==> src/rtl/fetch_unit_pkg.sv <==
// Shared CPU types for the fetch stage: word type, fetch FSM states,
// and the opcode/funct encodings exposed on the decoded instruction fields.
package cpu_types_pkg;

    typedef logic [31:0] word_t;

    typedef enum logic [1:0] {
        IFETCH = 2'd0,
        EXEC   = 2'd1,
        HALTED = 2'd2
    } fetch_state_t;

    typedef enum logic [5:0] {
        RTYPE = 6'h00,
        J     = 6'h02,
        JAL   = 6'h03,
        BEQ   = 6'h04,
        BNE   = 6'h05,
        ADDIU = 6'h09,
        LW    = 6'h23,
        SW    = 6'h2B,
        HALT  = 6'h3F
    } opcode_t;

    typedef enum logic [5:0] {
        SLL  = 6'h00,
        JR   = 6'h08,
        ADDU = 6'h21,
        SUBU = 6'h23,
        SLT  = 6'h2A
    } funct_t;

    // Sequential PC increment (one 32-bit instruction word).
    localparam word_t PC_STEP = 32'd4;

    // J/JAL target: keep the 256 MB region of PC+4, splice in the word index.
    function automatic word_t jumpTarget(logic [3:0] region, logic [25:0] index);
        return {region, index, 2'b00};
    endfunction

endpackage

==> src/rtl/fetch_unit_if.sv <==
// Bundle of the fetch unit's memory/control handshake signals.
// Optional InstrCount exists only when FETCH_INSTR_COUNT_EN is defined.
interface fetch_unit_if;
    import cpu_types_pkg::*;

    logic    iHit;
    word_t   iload;
    logic    dHit;
    logic    dMemRe;
    logic    dMemWr;
    logic    Halt;
    logic    PcSrc;
    logic    JType;
    logic    JReg;
    word_t   ImmExt;
    word_t   RegTarget;

    logic    iMemRe;
    word_t   iMemAddr;
    word_t   Instr;
    opcode_t InstrOp;
    funct_t  InstrFunc;
    word_t   PcPlus4;
    logic    PcCountEn;
    logic    Halted;
`ifdef FETCH_INSTR_COUNT_EN
    word_t   InstrCount;
`endif

    modport fu (
        input  iHit, iload, dHit, dMemRe, dMemWr, Halt, PcSrc, JType, JReg, ImmExt, RegTarget,
        output iMemRe, iMemAddr, Instr, InstrOp, InstrFunc, PcPlus4, PcCountEn, Halted
`ifdef FETCH_INSTR_COUNT_EN
        , output InstrCount
`endif
    );

    modport tb (
        output iHit, iload, dHit, dMemRe, dMemWr, Halt, PcSrc, JType, JReg, ImmExt, RegTarget,
        input  iMemRe, iMemAddr, Instr, InstrOp, InstrFunc, PcPlus4, PcCountEn, Halted
`ifdef FETCH_INSTR_COUNT_EN
        , input InstrCount
`endif
    );

endinterface

==> src/rtl/fetch_unit_npc_logic.sv <==
// Combinational next-PC selection: JR > J/JAL > taken branch > sequential.
module npc_logic
    import cpu_types_pkg::*;
(
    input  word_t       pcPlus4,
    input  logic [25:0] jumpIndex,
    input  word_t       immExt,
    input  word_t       regTarget,
    input  logic        pcSrc,
    input  logic        jType,
    input  logic        jReg,
    output word_t       nextPc
);

    // Priority mux over the four PC sources; all sums wrap modulo 2^32.
    always_comb begin
        // NOTE: assign a default before any branch so no path leaves nextPc unassigned (which would infer a latch).
        nextPc = pcPlus4;
        if (jReg) begin
            nextPc = regTarget;
        end else if (jType) begin
            nextPc = jumpTarget(pcPlus4[31:28], jumpIndex);
        end else if (pcSrc) begin
            nextPc = pcPlus4 + (immExt << 2);
        end
    end

endmodule

==> src/rtl/fetch_unit.sv <==
// Instruction fetch unit: IFETCH/EXEC/HALTED sequencer owning PC and the
// latched instruction. Define FETCH_INSTR_COUNT_EN to add the InstrCount
// retired-instruction counter output.
module fetch_unit
    import cpu_types_pkg::*;
#(
    parameter word_t PC_INIT = 32'h0000_0000
) (
    input  logic     CLK,
    input  logic     nRST,
    fetch_unit_if.fu bus
);

    fetch_state_t state;
    word_t        pc;
    word_t        instr;
    word_t        pcPlus4;
    word_t        nextPc;
    logic         iMemRe;
    logic         pcCountEn;
    logic         halted;
    logic         dataPending;
    logic         advance;

    assign pcPlus4     = pc + PC_STEP;
    assign dataPending = bus.dMemRe | bus.dMemWr;
    // PC moves only when executing a non-halt instruction whose data access (if any) completes.
    assign advance     = (state == EXEC) && !bus.Halt && (!dataPending || bus.dHit);

    npc_logic npcLogic (
        .pcPlus4   (pcPlus4),
        .jumpIndex (instr[25:0]),
        .immExt    (bus.ImmExt),
        .regTarget (bus.RegTarget),
        .pcSrc     (bus.PcSrc),
        .jType     (bus.JType),
        .jReg      (bus.JReg),
        .nextPc    (nextPc)
    );

    // Fetch sequencer with registered iMemRe/PcCountEn/Halted; reset abandons any pending access.
    always_ff @(posedge CLK or negedge nRST) begin
        if (!nRST) begin
            state     <= IFETCH;
            pc        <= PC_INIT;
            instr     <= '0;
            iMemRe    <= 1'b1;
            pcCountEn <= 1'b0;
            halted    <= 1'b0;
        end else begin
            // NOTE: non-blocking assignments so every register samples pre-edge values, matching flop behaviour.
            pcCountEn <= 1'b0;
            case (state)
                IFETCH: begin
                    if (bus.iHit) begin
                        instr  <= bus.iload;
                        state  <= EXEC;
                        iMemRe <= 1'b0;
                    end
                end
                EXEC: begin
                    if (bus.Halt) begin
                        state  <= HALTED;
                        halted <= 1'b1;
                        iMemRe <= 1'b0;
                    end else if (advance) begin
                        pc        <= nextPc;
                        pcCountEn <= 1'b1;
                        state     <= IFETCH;
                        iMemRe    <= 1'b1;
                    end
                end
                HALTED: begin
                    iMemRe <= 1'b0;
                end
                default: begin
                    state <= HALTED;
                end
            endcase
        end
    end

`ifdef FETCH_INSTR_COUNT_EN
    word_t instrCount;

    // Count each PC advance; frozen in HALTED because advance never fires there.
    always_ff @(posedge CLK or negedge nRST) begin
        if (!nRST) begin
            instrCount <= '0;
        end else if (advance) begin
            instrCount <= instrCount + 32'd1;
        end
    end

    assign bus.InstrCount = instrCount;
`endif

    assign bus.iMemRe    = iMemRe;
    assign bus.iMemAddr  = pc;
    assign bus.Instr     = instr;
    assign bus.InstrOp   = opcode_t'(instr[31:26]);
    assign bus.InstrFunc = funct_t'(instr[5:0]);
    assign bus.PcPlus4   = pcPlus4;
    assign bus.PcCountEn = pcCountEn;
    assign bus.Halted    = halted;

endmodule

==> src/flat_wrapper.sv <==
// flat-port wrapper written by rule: the top's interface ports become plain ports
module fetch_unit_flat import cpu_types_pkg::*;
#(
    parameter word_t PC_INIT = 32'h0000_0000
)
  (CLK, nRST, bus_iHit, bus_iload, bus_dHit, bus_dMemRe, bus_dMemWr, bus_Halt, bus_PcSrc, bus_JType, bus_JReg, bus_ImmExt, bus_RegTarget, bus_iMemRe, bus_iMemAddr, bus_Instr, bus_InstrOp, bus_InstrFunc, bus_PcPlus4, bus_PcCountEn, bus_Halted);
  fetch_unit_if bus_i ();
  input  logic CLK;
  input  logic nRST;
  input wire logic [$bits(bus_i.iHit)-1:0] bus_iHit;
  input wire logic [$bits(bus_i.iload)-1:0] bus_iload;
  input wire logic [$bits(bus_i.dHit)-1:0] bus_dHit;
  input wire logic [$bits(bus_i.dMemRe)-1:0] bus_dMemRe;
  input wire logic [$bits(bus_i.dMemWr)-1:0] bus_dMemWr;
  input wire logic [$bits(bus_i.Halt)-1:0] bus_Halt;
  input wire logic [$bits(bus_i.PcSrc)-1:0] bus_PcSrc;
  input wire logic [$bits(bus_i.JType)-1:0] bus_JType;
  input wire logic [$bits(bus_i.JReg)-1:0] bus_JReg;
  input wire logic [$bits(bus_i.ImmExt)-1:0] bus_ImmExt;
  input wire logic [$bits(bus_i.RegTarget)-1:0] bus_RegTarget;
  output wire logic [$bits(bus_i.iMemRe)-1:0] bus_iMemRe;
  output wire logic [$bits(bus_i.iMemAddr)-1:0] bus_iMemAddr;
  output wire logic [$bits(bus_i.Instr)-1:0] bus_Instr;
  output wire logic [$bits(bus_i.InstrOp)-1:0] bus_InstrOp;
  output wire logic [$bits(bus_i.InstrFunc)-1:0] bus_InstrFunc;
  output wire logic [$bits(bus_i.PcPlus4)-1:0] bus_PcPlus4;
  output wire logic [$bits(bus_i.PcCountEn)-1:0] bus_PcCountEn;
  output wire logic [$bits(bus_i.Halted)-1:0] bus_Halted;
  assign bus_i.iHit = bus_iHit;
  assign bus_i.iload = bus_iload;
  assign bus_i.dHit = bus_dHit;
  assign bus_i.dMemRe = bus_dMemRe;
  assign bus_i.dMemWr = bus_dMemWr;
  assign bus_i.Halt = bus_Halt;
  assign bus_i.PcSrc = bus_PcSrc;
  assign bus_i.JType = bus_JType;
  assign bus_i.JReg = bus_JReg;
  assign bus_i.ImmExt = bus_ImmExt;
  assign bus_i.RegTarget = bus_RegTarget;
  assign bus_iMemRe = bus_i.iMemRe;
  assign bus_iMemAddr = bus_i.iMemAddr;
  assign bus_Instr = bus_i.Instr;
  assign bus_InstrOp = bus_i.InstrOp;
  assign bus_InstrFunc = bus_i.InstrFunc;
  assign bus_PcPlus4 = bus_i.PcPlus4;
  assign bus_PcCountEn = bus_i.PcCountEn;
  assign bus_Halted = bus_i.Halted;
  fetch_unit #(.PC_INIT(PC_INIT)) u_core (.CLK(CLK), .nRST(nRST), .bus(bus_i));
endmodule
==> config.mk <==
export PLATFORM = sky130hd
export DESIGN_NAME = fetch_unit_flat
export DESIGN_NICKNAME = d
export VERILOG_FILES = /design/src/rtl/fetch_unit_pkg.sv /design/src/rtl/fetch_unit_if.sv /design/src/rtl/fetch_unit_npc_logic.sv /design/src/rtl/fetch_unit.sv /design/src/flat_wrapper.sv
export SDC_FILE = /design/constraint.sdc
export NUM_CORES = 1
export LEC_CHECK = 0
export ABC_AREA = 0
export CORE_AREA = 3 3 117 119
export DETAILED_ROUTE_END_ITERATION = 8
export DIE_AREA = 0 0 120 122
export PLACE_DENSITY_LB_ADDON = 0.05
export REMOVE_ABC_BUFFERS = 1
export SYNTH_ARGS = -nofsm -noshare
export SYNTH_HDL_FRONTEND = slang
export SYNTH_SLANG_ARGS = --single-unit
export TNS_END_PERCENT = 100
==> constraint.sdc <==
create_clock -name CLK -period 3.9 [get_ports CLK]
set_input_delay 0.78 -clock CLK [delete_from_list [all_inputs] [get_ports CLK]]
set_output_delay 0.78 -clock CLK [all_outputs]
set_load 0.02 [all_outputs]
# ---- Word-level counts from Yosys, hierarchy flattened
# Index checks and enable logic that the tools add are counted.
dict set report totals {
  reg_bits 69
  in_bits 106
  output_inout_bits 111
}
dict set report op_classes {
  addsub 2
  n_eq_ne 4
  muxes 14
  n_bitwise 3
  reduce_logical 12
}
# operator count
set op_table {}
lappend op_table {{2-to-1 mux 32 bit} 3}
lappend op_table {{adder 32 x 3 -> 32 bit (second input constant)} 1}
lappend op_table {{adder 32 bit} 1}
lappend op_table {{AND reduction 3 bit} 3}
lappend op_table {{2-to-1 mux 1 bit} 6}
lappend op_table {{2-to-1 mux 2 bit} 3}
lappend op_table {{one-hot mux 2 bit (3 select lines)} 1}
lappend op_table {{AND reduction 2 bit} 2}
lappend op_table {{!= test 3 x 2 -> 1 bit (second input constant)} 1}
lappend op_table {{one-hot mux 1 bit (3 select lines)} 1}
lappend op_table {{nonzero test 3 bit} 1}
lappend op_table {{equality test 2 x 1 -> 1 bit (second input constant)} 1}
lappend op_table {{equality test 2 bit (second input constant)} 1}
lappend op_table {{logical AND 1 bit} 2}
lappend op_table {{logical NOT 1 bit} 2}
lappend op_table {{logical NOT 2 bit} 1}
lappend op_table {{!= test 2 bit (second input constant)} 1}
lappend op_table {{inverter 1 bit} 2}
lappend op_table {{logical OR 1 bit} 1}
lappend op_table {{OR 1 bit} 1}

# ---- Longest topological paths before layout
dict set report depth {
  depth_word 7
  mapped_depth 16
}

# ---- By module
# Synthesis repeated with hierarchy kept, for this count alone.
dict set report unflattened {
  cells_unflattened 648
  area_unflattened_um2 5858.1
}
# module n_inst cells_per_inst area_each_um2
set modules_own_cells {}
lappend modules_own_cells {fetch_unit 1 252 3284.4}
lappend modules_own_cells {npc_logic 1 396 2573.7}

# ---- Worst setup path before layout
# OpenSTA, ideal clock, no wires.
dict set report synth_path {
  kind {reg-to-reg}
  start {register u_core.pc[7] (netlist: u_core.bus.iMemAddr[7])}
  end {register u_core.pc[31] (netlist: u_core.bus.iMemAddr[31])}
  t_arrival_ps 3761
  required_ps 3772
  path_slack_ps 11
  stages_incl_launch_ff 16
  cell_sequence {dfrtp_1 -> nand4_2 -> or3_4 -> nor4_4 -> and2_4 -> and3_2 -> xor2_1 -> ha_1 -> nor2b_1 -> o21a_1 -> nor3_1 -> nor4_1 -> a31o_2 -> a211oi_1 -> mux2i_1 -> nand3_1}
}
dict set report synth_via {
  elab_chain_len 5
}
# element line_no
set synth_lines {}
lappend synth_lines {{from (decl)} fetch_unit.sv:15} ;# word_t pc;
lappend synth_lines {{from (signal assigned)} fetch_unit.sv:67} ;# pc <= nextPc;
lappend synth_lines {{adder 32 x 3 -> 32 bit} fetch_unit.sv:25} ;# assign pcPlus4 = pc + PC_STEP;
lappend synth_lines {{net bus_PcPlus4[29]} flat_wrapper.sv:26} ;# output wire logic [$bits(bus_i.PcPlus4)-1:0] bus_PcPlus4;
lappend synth_lines {{adder 32 bit} fetch_unit_npc_logic.sv:24} ;# nextPc = pcPlus4 + (immExt << 2);
lappend synth_lines {{2-to-1 mux 32 bit} fetch_unit_npc_logic.sv:23} ;# end else if (pcSrc) begin
lappend synth_lines {{2-to-1 mux 32 bit} fetch_unit_npc_logic.sv:21} ;# end else if (jType) begin
lappend synth_lines {{2-to-1 mux 32 bit} fetch_unit_npc_logic.sv:19} ;# if (jReg) begin
# The timed path passes the listed nets, and every way through them passes these cells.
# A chain may end at the register's enable or synchronous reset.

# ---- Worst setup path in the final report
dict set report layout_path {
  start {register u_core.pc[3] (netlist: u_core.bus.iMemAddr[3])}
  end {output bus_PcPlus4[30]}
}
dict set report layout_via {
  elab_chain_len 1
}
# element line_no
set layout_lines {}
lappend layout_lines {{adder 32 x 3 -> 32 bit} fetch_unit.sv:25}
lappend layout_lines {{to (decl)} flat_wrapper.sv:26}
# No other way between the ends.

==> out/results.tsv <==
metric	value	unit
outcome	finished, final reports clean	
syn_inst	641	
clk_latency	0.35	ns
route.detailed.drc	0	
tightest_slew	0.935	ns
synth_top_area_cell	dfrtp_1	
crit_start	u_core.bus.iMemAddr[3]	
worstRegToRegCells	14	
grt_start_max_net_pins	70	
syn_area	5660	um^2
async_flop_share	100	%
worst-path-max-fanout	6	
use_met1	33.8	%
grt_pass1_vias	6084	
cts_max_level	3	
dieHeight	122	um
antenna_found_initial	0	
area_growth	47.9	%
vias	5845	
holdCritStartpoint	u_core.bus.Halted	
grt-busiest-layer	met2	
drtIter0Drc	333	
hold-worst-slack	0.497	ns
pwr-share-seq	21.6	%
rsz0062_at_grt	yes	
syn_avg_cell_area	8.82	um^2
slew_violations	0	
max-vdd-ir-drop	0.453	mV
routed_wl	19.8	mm
crit_path_end	bus_PcPlus4[30]	
p_comb_share	63.9	%
initial_core_util	44.6	%
clock_path_buffers	2	
crit_type	flip-flop to output pin	
drt_pre_antenna_iters	5	
root_buffer	clkbuf_16	
grt_pass1_wl	31.3	mm
chipWidth	120	um
rows	41	
fmax	0.267	GHz
power.switching	0.00279	W
core_area	12700	um^2
cts_hold_buf	0	
wl_per_cell	19.2	um
final_area	8370	um^2
p_sw_share	43.8	%
met3_usage	8.22	%
r2r_start	u_core.bus.iMemAddr[10]	
io_pins	217	
dieArea	14600	um^2
p_per_area	762	nW/um^2
r2r_slack	0.17	ns
intPower	0.00359	W
place_congestion	0.894	
period_minus_slack	3.74	ns
synth-edff-count	0	
timing.final.crit_share	96.0	%
synth_warnings	0	
n_antenna_cell	0	
synth_seq_area_share	30.6	%
clkPwrFrac	14.5	%
overflow	0	
crit_arrival	2.96	ns
cts.sinks	69	
dpl_cell_area	7990	um^2
numCtsBuffers	9	
ant_nets	0	
ys_top_cells_by_area	dfrtp_1 30%, ha_1 8.0%, mux2_2 5.8%	
utilization	66.0	%
pre_cts_slack	0.0524	ns
maxSlewHeadroom	37.7	%
drive_above_1_share	13.2	%
track_usage	27.0	%
final_hold_viol_count	0	
power	0.00638	W
setup_violations	0	
start_kind	flip-flop	
path_clk_slew	0.06	ns
portBuffers	214	
synth_top_area_share	30.1	%
netlist-cell-type-count	77	
critPathRequiredTime	3.12	ns
dpl.hpwl	14.8	mm
p_leak	3.58	nW
fin_ws	0.156	ns
holdPathStages	1	
r2r_end	u_core.bus.iMemAddr[31]	
clock_skew	0.00678	ns
cts_tree	built	
final_net_count	1001	
synth_ff_type	dfrtp_1	
hold_class	flip-flop to flip-flop	
endpoint_kind	output pin	
viasPerCell	5.65	
ys_seq_elements	69	
cap_violations	0	
met2_usage	44.8	%
[synthesized netlist by cell type, drive strengths merged (2+ instances only)]
cell type,count
dfrtp,68
nor2,63
a21oi,61
nand2,46
o21ai,44
ha,36
mux2,29
xor2,25
buf,24
xnor2,23
nand3,20
clkbuf,19
a21o,17
a211oi,14
and3,14
inv,14
mux2i,12
nand4,10
nor2b,10
nor3,9
o22ai,8
o211ai,6
a221oi,5
o21bai,5
a31oi,4
o21a,4
o31ai,4
or2,4
or3,4
and2,3
nand2b,3
nor4,3
a211o,2
a22oi,2
a311oi,2
a32o,2
and4,2
nor3b,2
o221ai,2
o311ai,2
[layout by cell type (no fill, tap or decap), drive strengths merged, types with 3 or more instances in the layout]
cell type	instances
a211oi	14
a21o	17
a21oi	61
a221oi	5
a31oi	4
and2	3
and3	14
buf	37
clkbuf	13
clkdlybuf4s50	211
dfrtp	68
ha	36
inv	14
mux2	29
mux2i	12
nand2	46
nand2b	3
nand3	20
nand4	10
nor2	63
nor2b	10
nor3	9
nor4	3
o211ai	6
o21a	4
o21ai	44
o21bai	5
o22ai	8
o31ai	4
or2	4
or3	4
xnor2	23
xor2	25
[through the flow]
| stage | TNS (ns) | instances |
|---|---|---|
| after CTS | 0 | 1034 |
| after floorplan | 0 | 598 |
| after detailed placement | 0 | 1018 |
| final | 0 | 1035 |
| after global routing | -0.000894 | 1035 |
| after global placement | 0 | 1018 |
[state kept, by name (all words and copies together) (netlist names)]
name	flops
u_core.bus.iMemAddr	32
u_core.bus.iMemRe	1
u_core.bus.PcCountEn	1
u_core.bus.Halted	1
u_core.bus.Instr	32
u_core.state	2
[worst max-delay path, cell delays in order, from the launching register on]
cell,delay (ns)
dfrtp_1,0.49
ha_1,0.24
nand2_1,0.20
nor2_4,0.27
nand3_1,0.21
nor2b_1,0.31
xor2_1,0.23
clkdlybuf4s50_1,0.65
[power by group through the flow]
stage / Clock [W] / Sequential [W] / Combinational (W)
2_1_floorplan: 0 / 0.00181 / 0.00179
3_5_place_dp: 0 / 0.00138 / 0.00402
4_1_cts: 0.000943 / 0.00137 / 0.00405
5_1_grt: 0.000973 / 0.00142 / 0.00438
3_3_place_gp: 0 / 0.00136 / 0.00398
6_report: 0.000928 / 0.00138 / 0.00407
[layout make-up]
| class | count | area (um^2) |
|---|---|---|
| fillers | 1065 | 4310 |
| multi-input cells | 514 | 3640 |
| repair buffers | 249 | 2400 |
| flip-flops and latches | 69 | 1730 |
| clock buffers | 13 | 260 |
| well taps | 172 | 215 |
| clock inverters | 3 | 68.8 |
| inverters | 15 | 56.3 |
[what timing repair did]
action | CTS | global route
endpoints found under the setup margin | 0 | 8
setup buffers | 0 | 1
resized for setup | 0 | 10
[per-layer routing]
metal	vias up	routed length (um)
li1	2762	-
met1	2788	8230
met2	268	9460
met3	27	1780
met4	0	373
met5	-	0
[cells by family after synthesis]
kind of cell / after synthesis / share of synthesized area [%]
AOI/OAI and AO/OA: 194 / 21.9
and+or+nand+nor: 194 / 17.2
DFF: 69 / 30.6
buffers and inverters: 58 / 5.93
xor gates and xnor gates: 48 / 8.16
muxes: 41 / 7.90
adders and majority gates: 37 / 8.32
[worst min path at each step]
| stage | to | slack [ns] |
|---|---|---|
| 2_1_floorplan | u_core.bus.iMemRe | 0.45 |
| 4_1_cts | u_core.bus.Halted | 0.49 |
| 3_5_place_dp | u_core.bus.Halted | 0.48 |
| 3_3_place_gp | u_core.bus.Halted | 0.48 |
| 5_1_grt | u_core.bus.Halted | 0.52 |
| 6_report | u_core.bus.Halted | 0.50 |
(Power assumes the default switching activity.)
==> edit, RTL diff (config.mk and constraints unchanged) <==
Re-encode `fetch_state_t` (3 states) as one-hot, 3 bits wide.
--- a/src/rtl/fetch_unit_pkg.sv
+++ b/src/rtl/fetch_unit_pkg.sv
@@ -6,6 +6,6 @@
 
-    typedef enum logic [1:0] {
-        IFETCH = 2'd0,
-        EXEC   = 2'd1,
-        HALTED = 2'd2
+    typedef enum logic [2:0] {
+        IFETCH = 3'b001,
+        EXEC   = 3'b010,
+        HALTED = 3'b100
     } fetch_state_t;
Check against the original RTL: same outputs for any inputs over 4 cycles, from zero or initial values and one cycle with nRST low; so few cycles prove little.
==> edit against the original RTL <==
Setup slack improved by 0.019 ns; largest cell class unchanged; synthesized cell count shrank 0.31%; routed wire length fell by 0.16%; sequential share of layout area grew 0.38 points; maximum frequency is 0.51% higher; sequential cell count up 1; final area is 0.19% lower; first-iteration DRC count grew 8.4%; via count grew 0.19%; synthesized area fell by 1.2%; critical endpoint unchanged.
Power is not compared: it rests on default switching activity, and its combinational part moved more than twofold at a synthesized area within 25%.
==> edit: results (changes against the original RTL) <==
status=finished, final reports clean; skew final=0.00769 ns (+0.000904 ns); design area=8350 sq um (-0.19%); xor/xnor share of the synthesized area=7.37% (-0.80 points); normalized max-slew margin=38.0% (+0.27 points); largest net degree at the start of global routing=71 (+1.4%); nonclk buf count=245 (-1.6%); Reg2Reg Launch Point=u_core.bus.iMemAddr[4]; ratio of cells with drive above 1 in the final layout=12.0% (-1.2 points); gp weighted congestion=0.926 (+3.6%); Fin Hold WS=0.464 ns (-0.0330 ns); initial detailed-routing violation count=361 (+8.4%); fraction of area in multi-input gates=43.6% (+0.085 points); Core Util, Final=65.9% (-0.13 points); R2R Setup Slk=0.19 ns (+0.02 ns); vias in the first global route=6143 (+0.97%); non-clk buf share=28.4% (-0.27 points); Placement Cell Area=7970 sq um (-0.25%); adder-cell share of the synthesized area=8.42% (+0.099 points); sequential share of the synthesized area=31.4% (+0.83 points); Final ANT Viol Nets=0 (unchanged); sequential cell area share=21.0% (+0.38 points); Post-synth top cells=dfrtp_1, a21oi_1, nand2_1; Total Routing Usage GR=26.7% (-0.30 points); fillers=1066 (+0.094%); Via Count=5856 (+0.19%); Yosys reg bits=70 (+1.4%); Yosys cell types=63 (-18%); post-synthesis compound-gate area fraction=23.8% (+1.8 points); Final HPWL DP=15.0 mm (+1.6%); Vias/cell=5.69 (+0.77%); WL per Instance=19.3 um (+0.43%); Worst Setup SP=u_core.bus.iMemAddr[2]; crit path DAT=2.94 ns (-0.02 ns); first-pass GRT wire length=30.9 mm (-1.1%); Final clock-cell share=4.00% (+0.068 points); multiplexer share of the synthesized area=7.88% (-0.018 points); FF-to-FF path depth=15 (+1); top cells by area, synth=dfrtp_1, ha_1, mux2_2, a21oi_1, xnor2_1; # clk buffers=12 (-1); Multi-In Gates=517 (+0.58%); reg-to-reg endpoint=u_core.bus.iMemAddr[28]
-- edit: repair_timing --
action / CTS / global route
endpoints found under the setup margin: 0 / 16
endpoints found under the hold margin: 0 / 0
gates resized for setup: 0 / 14
-- edit: worst max-delay path: stages (launching register included) --
cell and delay (ns):
dfrtp_1 0.35, ha_1 0.22, nand4_1 0.21, nor3_2 0.22
buf_4 0.19, and3_4 0.25, and3_1 0.20, xor2_1 0.29
clkdlybuf4s50_1 0.67
-- edit: through the flow --
| step | power (mW) | setup WS, ns |
|---|---|---|
| 2_1_floorplan | 1.40 | 0.0236 |
| 3_3_place_gp | 1.86 | 0.127 |
| 3_5_place_dp | 1.88 | 0.0716 |
| 4_1_cts | 2.82 | 0.0547 |
| 5_1_grt | 2.96 | -0.00442 |
| 6_report | 2.82 | 0.175 |
-- edit: layer usage --
layer,vias to the layer above,GRT usage [%],share of wire [%]
met4,0,11.0,2.3
met3,34,6.55,7.0
li1,2791,-,-
met1,2818,33.5,43
met2,213,44.2,48
met5,-,0,0
